## src/rtl/ccg_bist_driver_if.sv

```systemverilog
// rtl/ccg_bist_driver_if.sv - BIST driver control/stimulus/response bundle
// master drives run control and circuit response; slave is the BIST driver.
interface ccg_bist_driver_if #(
  parameter int CNT_W = 16
);
  logic             start;
  logic [CNT_W-1:0] num_patterns;
  logic [19:0]      seed;
  logic [11:0]      golden_sig;
  logic [11:0]      resp_in;
  logic [19:0]      pat_out;
  logic             busy;
  logic             done;
  logic             pass;
  logic [11:0]      signature;
  logic [CNT_W-1:0] pat_count;

  modport master (
    output start, num_patterns, seed, golden_sig, resp_in,
    input  pat_out, busy, done, pass, signature, pat_count
  );

  modport slave (
    input  start, num_patterns, seed, golden_sig, resp_in,
    output pat_out, busy, done, pass, signature, pat_count
  );
endinterface

```

## src/rtl/ccg_bist_driver.sv

```systemverilog
// rtl/ccg_bist_driver.sv - LFSR stimulus / MISR compaction BIST driver
// Each pattern takes an APPLY (settle) cycle and a CAPTURE cycle.
module ccg_bist_driver #(
  parameter int CNT_W = 16
) (
  input  logic                    clk,
  input  logic                    rst_n,
  ccg_bist_driver_if.slave        bus
);

  typedef enum logic [1:0] {
    S_IDLE    = 2'd0,
    S_APPLY   = 2'd1,
    S_CAPTURE = 2'd2,
    S_DONE    = 2'd3
  } state_t;

  state_t           r_state;
  state_t           w_next_state;
  logic [CNT_W-1:0] r_num;
  logic [CNT_W-1:0] r_cnt;
  logic [CNT_W-1:0] w_cnt_inc;
  logic [19:0]      r_pat;
  logic [19:0]      w_pat_next;
  logic [11:0]      r_sig;
  logic [11:0]      w_sig_next;
  logic             r_pass;
  logic             w_busy;
  logic             w_done;
  logic             w_accept;
  logic             w_capture;

  assign w_cnt_inc  = r_cnt + 1'b1;
  assign w_pat_next = {r_pat[18:0], r_pat[19] ^ r_pat[16]};
  // Galois MISR: shift, fold the dropped MSB back onto taps 0/1/4/6, absorb response
  assign w_sig_next = {r_sig[10:0], 1'b0} ^ bus.resp_in ^ ({12{r_sig[11]}} & 12'h053);

  always_ff @(posedge clk or negedge rst_n) begin
    if (!rst_n) begin
      r_state <= S_IDLE;
    end else begin
      r_state <= w_next_state;
    end
  end

  always_comb begin
    w_next_state = r_state;
    case (r_state)
      S_IDLE: begin
        if (bus.start) begin
          w_next_state = (bus.num_patterns == '0) ? S_DONE : S_APPLY;
        end
      end
      S_APPLY:   w_next_state = S_CAPTURE;
      S_CAPTURE: w_next_state = (w_cnt_inc == r_num) ? S_DONE : S_APPLY;
      S_DONE:    w_next_state = S_IDLE;
      default:   w_next_state = S_IDLE;
    endcase
  end

  always_comb begin
    w_busy    = 1'b1;
    w_done    = 1'b0;
    w_accept  = 1'b0;
    w_capture = 1'b0;
    case (r_state)
      S_IDLE: begin
        w_busy   = 1'b0;
        w_accept = bus.start;
      end
      S_CAPTURE: w_capture = 1'b1;
      S_DONE:    w_done    = 1'b1;
      default:   w_busy    = 1'b1;
    endcase
  end

  always_ff @(posedge clk or negedge rst_n) begin
    if (!rst_n) begin
      r_num  <= '0;
      r_cnt  <= '0;
      r_pat  <= '0;
      r_sig  <= '0;
      r_pass <= 1'b0;
    end else if (w_accept) begin
      r_num  <= bus.num_patterns;
      r_cnt  <= '0;
      // all-zero is the LFSR lock-up state, so substitute a non-zero seed
      r_pat  <= (bus.seed == 20'h0) ? 20'h00001 : bus.seed;
      r_sig  <= '0;
      r_pass <= 1'b0;
    end else if (w_capture) begin
      r_cnt  <= w_cnt_inc;
      r_pat  <= w_pat_next;
      r_sig  <= w_sig_next;
    end else if (w_done) begin
      r_pass <= (r_sig == bus.golden_sig);
    end
  end

  assign bus.pat_out   = r_pat;
  assign bus.busy      = w_busy;
  assign bus.done      = w_done;
  assign bus.pass      = r_pass;
  assign bus.signature = r_sig;
  assign bus.pat_count = r_cnt;

endmodule

```

## src/flat_wrapper.sv

```systemverilog
// flat-port wrapper written by rule: the top's interface ports become plain ports
module ccg_bist_driver_flat 
#(
  parameter int CNT_W = 16
)
  (clk, rst_n, bus_start, bus_num_patterns, bus_seed, bus_golden_sig, bus_resp_in, bus_pat_out, bus_busy, bus_done, bus_pass, bus_signature, bus_pat_count);
  ccg_bist_driver_if #(.CNT_W(CNT_W)) bus_i ();
  input  logic clk;
  input  logic rst_n;
  input wire logic [$bits(bus_i.start)-1:0] bus_start;
  input wire logic [$bits(bus_i.num_patterns)-1:0] bus_num_patterns;
  input wire logic [$bits(bus_i.seed)-1:0] bus_seed;
  input wire logic [$bits(bus_i.golden_sig)-1:0] bus_golden_sig;
  input wire logic [$bits(bus_i.resp_in)-1:0] bus_resp_in;
  output wire logic [$bits(bus_i.pat_out)-1:0] bus_pat_out;
  output wire logic [$bits(bus_i.busy)-1:0] bus_busy;
  output wire logic [$bits(bus_i.done)-1:0] bus_done;
  output wire logic [$bits(bus_i.pass)-1:0] bus_pass;
  output wire logic [$bits(bus_i.signature)-1:0] bus_signature;
  output wire logic [$bits(bus_i.pat_count)-1:0] bus_pat_count;
  assign bus_i.start = bus_start;
  assign bus_i.num_patterns = bus_num_patterns;
  assign bus_i.seed = bus_seed;
  assign bus_i.golden_sig = bus_golden_sig;
  assign bus_i.resp_in = bus_resp_in;
  assign bus_pat_out = bus_i.pat_out;
  assign bus_busy = bus_i.busy;
  assign bus_done = bus_i.done;
  assign bus_pass = bus_i.pass;
  assign bus_signature = bus_i.signature;
  assign bus_pat_count = bus_i.pat_count;
  ccg_bist_driver #(.CNT_W(CNT_W)) u_core (.clk(clk), .rst_n(rst_n), .bus(bus_i));
endmodule
```

## config.mk

```make
export PLATFORM = sky130hd
export DESIGN_NAME = ccg_bist_driver_flat
export DESIGN_NICKNAME = d
export VERILOG_FILES = /design/src/rtl/ccg_bist_driver_if.sv /design/src/rtl/ccg_bist_driver.sv /design/src/flat_wrapper.sv
export SDC_FILE = /design/constraint.sdc
export NUM_CORES = 1
export LEC_CHECK = 0
export ABC_CLOCK_PERIOD_IN_PS = 3100
export CORE_ASPECT_RATIO = 1.5
export CORE_MARGIN = 2
export CORE_UTILIZATION = 40
export CTS_CLUSTER_SIZE = 30
export DETAILED_ROUTE_END_ITERATION = 10
export GPL_ROUTABILITY_DRIVEN = 1
export GPL_TIMING_DRIVEN = 0
export PLACE_DENSITY = 0.71
export SLEW_MARGIN = 20
export SYNTH_ARGS = -nofsm -noshare
export SYNTH_HDL_FRONTEND = slang
export SYNTH_SLANG_ARGS = --single-unit
```

## constraint.sdc

```tcl
create_clock -name clk -period 3.1 [get_ports clk]
set_input_delay 0.93 -clock clk [delete_from_list [all_inputs] [get_ports clk]]
set_output_delay 0.93 -clock clk [all_outputs]
set_load 0.03 [all_outputs]
```

==> run_results.csv, run 1 <==
group,metric,value,unit
timing,report.final.slew_viol_count,0,
yosys,yosysTopAreaCellShare,46.8,%
yosys,dominant_synthesized_flop_cell,"dfrtp_1",
timing,final_hold_viol_count,0,
critical_path,critPathKind,"input port to flip-flop",
clock_tree,cts_inserted_buffers,9,
clock_tree,hold_buffers,0,
clock_tree,post-cts-setup-buffer-count,0,
finish,stdcell_area,0.00516,mm²
floorplan,floorplan.io_pins,114,
floorplan,start_util,40.9,%
outcome,result_of_the_run,"completed",
place,globalplace.congestion,0.920,
critical_path,critical_path.endpoint_type,"flip-flop",
timing,finalCritPeriodShare,85.7,%
timing,finalCriticalPeriod,2.66,ns
power_and_ir_drop,vdd_ir_drop_max,0.490,mV
yosys,synth_area_leaders,"dfrtp_1 47%, xnor2_1 8.8%, nand2_1 7.1%",
global_route,maximum_number_of_pins_on_one_net_before_global_route_repair,49,
timing,postLayoutSetupSlackWorst,0.444,ns
clock_tree,cts_max_path_buffers,2,
clock_tree,htree_levels,3,
hold_path,hold_class,"input port to async pin",
power_and_ir_drop,static-leakage-power,2.09,nW
timing,fmax,377,MHz
clock_tree,clock_transition_at_the_registers_of_the_reported_paths,0.06,ns
critical_path,worst-endpoint-arrival,2.86,ns
yosys,syn_inst,375,
routing,avgRoutedWirePerCell,17.9,µm
critical_path,critical_path_peak_fanout,10,
yosys,synth.yosys.warnings,0,
routing,met2_wire_len,5770,µm
clock_tree,post_cts_resized,0,
finish,areaGrowthSynthToFinish,43.9,%
routing,wl,11000,µm
routing,post_drt_via_cell_ratio,5.44,
global_route,globalRouteOverflowTotal,0,
yosys,synth_area,0.00359,mm²
routing,firstDrtPassIters,5,
routing,met3WireLength,522,µm
critical_path,critical_path_required,3.31,ns
floorplan,die_span_y,120,µm
routing,topRoutingLayerUsed,"met4",
clock_tree,clock_insertion_delay_worst_skew,0.33,ns
floorplan,fp.dieW,81.3,µm
routing,wl_met1,4090,µm
power_and_ir_drop,power_density,926,mW/mm²
floorplan,floorplan.rows,42,
finish,final_net_count,564,
job,cap_viol_max_count,0,
yosys,synth_cell_types,43,
floorplan,floorplan.core_area,0.00878,mm²
yosys,synth_async_sr_flop_share,100,%
yosys,synthesis.area_per_instance,9.56,µm²
global_route,grt_pass1_wl,17400,µm
routing,via_count,3339,
global_route,grt_pass1_vias,3498,
critical_path,cp-start-kind,"input port",
clock_tree,cts-root-buf,"clkbuf_16",
timing,setup-violations-final,0,
timing,relSlewSlack,53.3,%
timing,clock-skew-final,0.00893,ns
yosys,synth.ff_latch_count,67,
global_route,grt_antenna_before_repair,0,
place,hpwlAfterDp,8330,µm
finish,layout.cells.non_filler,614,
finish,antenna_cells,0,
floorplan,die_area,0.00975,mm²
place,place.detailed.instances,599,
global_route,gr-usage-all-layers,23.5,%
finish,most_common_cell_after_layout_fill_and_taps_aside,"clkdlybuf4s50_1",
yosys,yosysSeqAreaShare,46.8,%
routing,drt_first_iter_violations,189,
clock_tree,clock_sink_count,67,
timing,rsz0062_at_grt,"no",
timing,max_slew.worst_pin.slew,0.694,ns
routing,drcViolationCount,0,
yosys,synth_top_area_cell,"dfrtp_1",
yosys,edff_count_synth,0,
yosys,synthesis.nets,439,
routing,ant_nets,0,
timing,fin_setup_tns,0,ns
place,preCtsSetupSlack,0.127,ns
finish,final_layout_size_suffix_gt1_share,8.73,%
place,placement.cell_area,0.00488,mm²
place,port_buffers,113,
clock_tree,cts_tree,"built",
finish,layout_common_cells,"112 x clkdlybuf4s50_1, 68 x nand2_1, 67 x dfrtp_1, 36 x xnor2_1, 24 x o21ai_0",
per-layer routing:
metal	GRT usage, %	up-vias
met5	0	-
met4	14.1	0
met3	4.66	36
met2	39.7	128
met1	26.7	1589
li1	-	1586
cell usage after synthesis (all sizes together), types with 2 or more instances:
library cell	number
a31oi	3
inv	6
nor3	4
nand2	68
buf	2
nor2	14
and4	2
o21ai	24
mux2i	2
clkbuf	21
mux2	16
and3	3
o41ai	2
nor4	11
a21oi	6
nand2b	3
a22oi	19
nand3	7
o22ai	14
and2	2
nand4	11
xnor2	36
o31ai	8
dfrtp	67
xor2	12
through the flow:
step | power [W] | utilization, % | hold WS (ns)
global placement | 0.00378 | 55.3 | 0.483
finish | 0.00478 | 58.8 | 0.487
global route | 0.00506 | 58.8 | 0.498
floorplan | 0.00292 | - | 0.490
CTS | 0.00481 | 58.8 | 0.487
detailed placement | 0.00384 | 55.6 | 0.494
worst max-delay path, cell delays in order:
cell and delay [ns]:
clkdlybuf4s50_1 0.45, inv_1 0.05, nor2_1 0.43, clkbuf_1 0.59
mux2_2 0.41
cell families after synthesis:
group	Yosys count	synth area share [%]
and+or+nand+nor	130	17.3
AOI/OAI and AO/OA	82	14.9
DFF	67	46.8
xor gates and xnor gates	48	11.7
buffers and inverters	29	3.38
muxes	18	5.58
adders and majority gates	1	0.349
worst paths after layout:
path	end	slack [ns]	start	cells after the start
worst max-delay path	u_core.r_num[6]	0.44	bus_start	5
min in group clk	u_core.bus.pat_out[18]	0.50	u_core.bus.pat_out[18]	2
max in group asynchronous	u_core.bus.signature[0]	2.09	rst_n	2
worst max register to register	u_core.r_state[1]	0.61	u_core.bus.pat_count[2]	7
worst min register to register	u_core.bus.pat_out[18]	0.50	u_core.bus.pat_out[18]	2
worst min-delay path	u_core.bus.pat_count[12]	0.49	rst_n	1
flip-flops by register name, indices dropped and copies added (netlist names):
name                  cells
u_core.bus.pat_out       20
u_core.r_state            2
u_core.r_num             16
u_core.bus.pat_count     16
u_core.bus.signature     12
u_core.bus.pass           1
power breakdown:
part	leakage (nW)	switching, W	internal (W)
Sequential	0.853	0.000321	0.00120
Combinational	1.09	0.00131	0.000992
Clock	0.141	0.000354	0.000599
Total	2.09	0.00199	0.00279
cell type report:
cell class | instances | area (µm²)
Buffer | 23 | 98.8
Clock buffer | 13 | 270
Clock inverter | 2 | 10.0
Fill cell | 790 | 3620
Inverter | 6 | 22.5
Multi-Input combinational cell | 279 | 1790
Sequential cell | 67 | 1680
Tap cell | 110 | 138
Timing Repair Buffer | 114 | 1160
(Power assumes the default switching activity.)
==> inputs of run 2 (changes only) <==
--- a/config.mk
+++ b/config.mk
@@ -6,14 +6,17 @@
 export NUM_CORES = 1
 export LEC_CHECK = 0
 export ABC_CLOCK_PERIOD_IN_PS = 3100
+export CELL_PAD_IN_SITES_DETAIL_PLACEMENT = 0
+export CELL_PAD_IN_SITES_GLOBAL_PLACEMENT = 1
 export CORE_ASPECT_RATIO = 1.5
 export CORE_MARGIN = 2
-export CORE_UTILIZATION = 40
+export CORE_UTILIZATION = 37
+export CTS_CLUSTER_DIAMETER = 50
 export CTS_CLUSTER_SIZE = 30
 export DETAILED_ROUTE_END_ITERATION = 10
-export GPL_ROUTABILITY_DRIVEN = 1
+export GPL_ROUTABILITY_DRIVEN = 0
 export GPL_TIMING_DRIVEN = 0
-export PLACE_DENSITY = 0.71
+export PLACE_DENSITY_LB_ADDON = 0.1
 export SLEW_MARGIN = 20
 export SYNTH_ARGS = -nofsm -noshare
 export SYNTH_HDL_FRONTEND = slang
==> run_results.csv, run 2 (synthesized netlist as in run 1, its figures left out) <==
group,metric,value,unit
outcome,result_of_the_run,"completed",
place,port_buffers,113,
routing,post_drt_via_cell_ratio,5.31,
floorplan,floorplan.rows,44,
timing,fmax,382,MHz
global_route,grt_util_met2,37.5,%
global_route,grt_pass1_wl,17600,µm
routing,drt_first_iter_violations,172,
power_and_ir_drop,total_power,0.00487,W
floorplan,die_span_y,125,µm
finish,n_fill_cell,920,
floorplan,floorplan.io_pins,114,
finish,layout_common_cells,"112 x clkdlybuf4s50_1, 68 x nand2_1, 67 x dfrtp_1, 36 x xnor2_1, 24 x o21ai_0",
global_route,grt_antenna_before_repair,0,
clock_tree,hold_buffers,0,
power_and_ir_drop,vdd_ir_drop_max,0.503,mV
power_and_ir_drop,static-leakage-power,2.10,nW
global_route,grt.met3_usage,3.71,%
global_route,gr-usage-all-layers,21.4,%
timing,report.final.slew_viol_count,0,
clock_tree,post-cts-setup-buffer-count,0,
timing,clock-skew-final,0.00332,ns
clock_tree,clock_transition_at_the_registers_of_the_reported_paths,0.05,ns
clock_tree,htree_levels,3,
floorplan,fp.dieW,84.4,µm
finish,largest_reg_flops,20,
finish,final_layout_size_suffix_gt1_share,8.91,%
timing,finalCritPeriodShare,84.4,%
finish,footprint_of_the_multi_input_gates,0.00179,mm²
power_and_ir_drop,power_density,938,mW/mm²
global_route,busiest_layer,"met2",
timing,final_hold_viol_count,0,
critical_path,critPathKind,"flip-flop to primary output",
routing,via_count,3290,
finish,most_common_cell_after_layout_fill_and_taps_aside,"clkdlybuf4s50_1",
floorplan,start_util,37.4,%
timing,fin_hold_ws,0.469,ns
finish,stdcell_area,0.00519,mm²
floorplan,floorplan.core_area,0.00958,mm²
clock_tree,cts_tree,"built",
critical_path,critical_path_required,2.17,ns
routing,ant_nets,0,
clock_tree,clock_sink_count,67,
routing,avgRoutedWirePerCell,17.3,µm
critical_path,reg2regPathDepth,6,
critical_path,worst-endpoint-arrival,1.69,ns
critical_path,cp-start-kind,"flip-flop",
floorplan,die_area,0.0105,mm²
timing,setup-violations-final,0,
clock_tree,cts-root-buf,"clkbuf_16",
timing,max_slew.worst_pin.slew,0.693,ns
global_route,grt_pass1_vias,3526,
timing,rsz0062_at_grt,"no",
timing,finalCriticalPeriod,2.62,ns
finish,areaGrowthSynthToFinish,44.9,%
global_route,globalRouteOverflowTotal,0,
routing,wl,10700,µm
routing,drcViolationCount,0,
timing,fin_setup_tns,0,ns
clock_tree,cts_max_path_buffers,2,
timing,relSlewSlack,53.4,%
finish,antenna_cells,0,
critical_path,critical_path.endpoint_type,"primary output",
finish,ff_latch_area,0.00168,mm²
global_route,maximum_number_of_pins_on_one_net_before_global_route_repair,50,
clock_tree,cts_inserted_buffers,9,
job,cap_viol_max_count,0,
global_route,met1_usage,24.0,%
place,placement.cell_area,0.00489,mm²
routing,firstDrtPassIters,6,
clock_tree,clock_insertion_delay_worst_skew,0.34,ns
clock_tree,post_cts_resized,0,
place,hpwlAfterDp,8220,µm
critical_path,critical_path_peak_fanout,5,
hold_path,hold_class,"input port to async pin",
finish,final_net_count,564,
==> run 2: per-stage QoR <==
stage                     worst slack (ns)  instances  utilization, %
after floorplan                      0.881        375               -
after global placement               -1.29        603            50.7
after detailed placement             0.176        604            51.0
after CTS                            0.465        620            54.2
after global routing                 0.415        620            54.2
final                                0.483        620            54.2
==> run 2: cell type report <==
type                       instances  area share [%]
buffer                            23            1.90
clock buffer                      10            4.41
clock inverter                     6            1.54
inverter                           6           0.434
multi-input combinational        279            34.4
sequential                        67            32.3
tap                              115            2.77
timing repair buffer             114            22.3
==> run 2: power breakdown <==
group | internal [W] | total [W] | switching (W) | leakage [nW]
registers | 0.00120 | 0.00154 | 0.000337 | 0.853
logic | 0.000991 | 0.00226 | 0.00127 | 1.09
clock network | 0.000698 | 0.00108 | 0.000381 | 0.156
total | 0.00289 | 0.00487 | 0.00199 | 2.10
==> run 2: final timing paths <==
path,start,end,slack (ns)
setup / recovery,u_core.r_state[1],bus_busy,0.48
hold / removal,rst_n,u_core.bus.pat_count[10],0.47
setup reg to reg,u_core.bus.pat_count[1],u_core.r_state[1],0.70
hold reg to reg,u_core.bus.pat_out[3],u_core.bus.pat_out[3],0.51
max in group asynchronous,rst_n,u_core.bus.pat_out[19],2.09
min in group clk,u_core.bus.pat_out[3],u_core.bus.pat_out[3],0.51
==> run 2: metal layers <==
| layer | share of wire (%) | wire length (µm) | up-vias |
|---|---|---|---|
| met5 | 0 | 0 | - |
| met4 | 4.4 | 473 | 0 |
| met3 | 3.5 | 375 | 31 |
| met2 | 54 | 5770 | 91 |
| met1 | 38 | 4090 | 1579 |
| li1 | - | - | 1589 |
==> run 2: worst max-delay path, cell delays in order (launching register included) <==
cell             delay [ns]
dfrtp_1                0.42
or2_2                  0.34
clkdlybuf4s50_1        0.60
==> inputs of run 3 (changes only) <==
--- a/config.mk
+++ b/config.mk
@@ -5,12 +5,12 @@
 export SDC_FILE = /design/constraint.sdc
 export NUM_CORES = 1
 export LEC_CHECK = 0
-export ABC_CLOCK_PERIOD_IN_PS = 3100
+export ABC_CLOCK_PERIOD_IN_PS = 2500
 export CELL_PAD_IN_SITES_DETAIL_PLACEMENT = 0
 export CELL_PAD_IN_SITES_GLOBAL_PLACEMENT = 1
 export CORE_ASPECT_RATIO = 1.5
 export CORE_MARGIN = 2
-export CORE_UTILIZATION = 37
+export CORE_UTILIZATION = 35
 export CTS_CLUSTER_DIAMETER = 50
 export CTS_CLUSTER_SIZE = 30
 export DETAILED_ROUTE_END_ITERATION = 10
==> constraint.sdc (replaced) <==
create_clock -name clk -period 2.5 [get_ports clk]
set_input_delay 0.75 -clock clk [delete_from_list [all_inputs] [get_ports clk]]
set_output_delay 0.75 -clock clk [all_outputs]
set_load 0.03 [all_outputs]
==> run_results.csv, run 3 (synthesized netlist as in run 1, its figures left out) <==
group,metric,value,unit
outcome,result_of_the_run,"completed",
clock_tree,cts_tree,"built",
clock_tree,cts_max_path_buffers,2,
floorplan,fp.dieW,86.6,µm
global_route,globalRouteOverflowTotal,0,
floorplan,floorplan.io_pins,114,
power_and_ir_drop,sequential_share_of_power,31.1,%
timing,postLayoutSetupSlackWorst,0.146,ns
clock_tree,clock_sink_count,67,
place,preCtsSetupSlack,-0.258,ns
routing,via_count,3300,
hold_path,hold_class,"input port to async pin",
global_route,gr-usage-all-layers,20.9,%
finish,largest_reg_flops,20,
timing,relSlewSlack,60.6,%
timing,report.final.slew_viol_count,0,
power_and_ir_drop,clk_pwr_share,22.8,%
finish,final_net_count,565,
global_route,maximum_number_of_pins_on_one_net_before_global_route_repair,57,
finish,antenna_cells,0,
routing,drt_first_iter_violations,121,
routing,wl,11100,µm
finish,layout_common_cells,"111 x clkdlybuf4s50_1, 68 x nand2_1, 66 x dfrtp_1, 36 x xnor2_1, 24 x o21ai_0",
clock_tree,clock_transition_at_the_registers_of_the_reported_paths,0.06,ns
floorplan,die_area,0.0111,mm²
routing,drcViolationCount,0,
critical_path,critical_path.endpoint_type,"primary output",
finish,areaGrowthSynthToFinish,46.1,%
place,hpwlAfterDp,8380,µm
critical_path,critPathKind,"flip-flop to primary output",
timing,rsz0062_at_grt,"no",
finish,footprint_of_the_multi_input_gates,0.00180,mm²
job,cap_viol_max_count,0,
power_and_ir_drop,static-leakage-power,2.11,nW
power_and_ir_drop,power.combinational.fraction,46.2,%
critical_path,worst-endpoint-arrival,1.60,ns
power_and_ir_drop,power_report.internal_total,0.00359,W
floorplan,die_span_y,128,µm
clock_tree,cts_inserted_buffers,9,
timing,finalCritPeriodShare,94.2,%
power_and_ir_drop,power_density,1160,mW/mm²
place,port_buffers,113,
power_and_ir_drop,vdd_ir_drop_max,0.556,mV
routing,ant_nets,0,
finish,ff_latch_area,0.00168,mm²
critical_path,cp-start-kind,"flip-flop",
floorplan,floorplan.core_area,0.0101,mm²
power_and_ir_drop,switchingPower,0.00251,W
critical_path,reg2regPathDepth,6,
timing,max_slew.worst_pin.slew,0.591,ns
clock_tree,hold_buffers,0,
clock_tree,clock_insertion_delay_worst_skew,0.34,ns
clock_tree,cts-root-buf,"clkbuf_16",
critical_path,critical_path_required,1.75,ns
critical_path,critical_path_peak_fanout,5,
timing,fin_setup_tns,0,ns
floorplan,start_util,35.6,%
global_route,grt_antenna_before_repair,0,
power_and_ir_drop,sw_frac_of_total,41.1,%
finish,n_fill_cell,935,
routing,post_drt_via_cell_ratio,5.30,
timing,fmax,425,MHz
clock_tree,htree_levels,3,
finish,final_layout_size_suffix_gt1_share,10.1,%
global_route,grt_pass1_wl,17600,µm
floorplan,floorplan.rows,45,
global_route,grt_pass1_vias,3391,
timing,setup-violations-final,0,
timing,clock-skew-final,0.00764,ns
timing,finalCriticalPeriod,2.35,ns
routing,firstDrtPassIters,4,
routing,avgRoutedWirePerCell,17.7,µm
finish,most_common_cell_after_layout_fill_and_taps_aside,"clkdlybuf4s50_1",
timing,final_hold_viol_count,0,
-- run 3: changes by cell type in the layout (fill, tap and decap cells not counted), sizes merged --
cell | previous run | this run
clkinv | 4 | 2
clkinvlp | 0 | 2
buf | 4 | 5
clkbuf | 31 | 30
clkdlybuf4s50 | 112 | 111
dlymetal6s2s | 0 | 1
inv | 6 | 7
-- run 3: path summary, 6_finish.rpt --
kind                                            end  slack [ns]               startpoint
max in group asynchronous   u_core.bus.pat_count[1]        1.71                    rst_n
max reg2reg                       u_core.r_state[1]        0.17  u_core.bus.pat_count[0]
min in group clk             u_core.bus.pat_out[17]        0.51   u_core.bus.pat_out[17]
max                                        bus_done        0.15        u_core.r_state[0]
min                        u_core.bus.pat_count[13]        0.26                    rst_n
min reg2reg                  u_core.bus.pat_out[17]        0.51   u_core.bus.pat_out[17]
-- run 3: cell type report --
type                    instances  share of cell area, %
flip-flops and latches         67                   32.0
inverters                       6                  0.430
repair buffers                115                   22.3
clock buffers                   9                   4.30
multi-input cells             279                   34.4
plain buffers                  23                   1.89
clock inverters                 7                   1.93
well taps                     117                   2.79
-- run 3: metrics by stage --
step	hold slack, ns	total power, W	utilization, %	cell area (µm²)	instances
floorplan	0.454	0.00362	-	3590	375
global placement	0.489	0.00471	48.3	4860	605
detailed placement	0.494	0.00476	48.5	4890	606
CTS	0.259	0.00617	51.7	5220	622
global route	0.265	0.00648	52.0	5240	623
finish	0.258	0.00610	52.0	5240	623
-- run 3: power groups by stage --
stage	clock network, W	registers, W	logic (W)
after floorplan	0	0.00225	0.00137
after global placement	0	0.00191	0.00280
after detailed placement	0	0.00192	0.00285
after CTS	0.00141	0.00191	0.00285
after global routing	0.00146	0.00195	0.00307
final	0.00139	0.00190	0.00282
-- run 3: timing repair --
| action | CTS | global route |
|---|---|---|
| endpoints found under the setup margin | 0 | 9 |
| resized for setup | 0 | 5 |
| buffers inserted | 0 | 1 |
-- run 3: layer usage --
metal	vias up	part of all wire [%]	global-route usage, %
li1	1587	-	-
met1	1595	39	24.2
met2	100	55	37.5
met3	18	3.9	3.16
met4	0	2.4	9.19
met5	-	0	0
-- run 3: worst max-delay path: stages, from the launching register on --
cell,delay [ns]
dfrtp_1,0.41
nand2_1,0.11
inv_1,0.06
clkdlybuf4s50_1,0.68
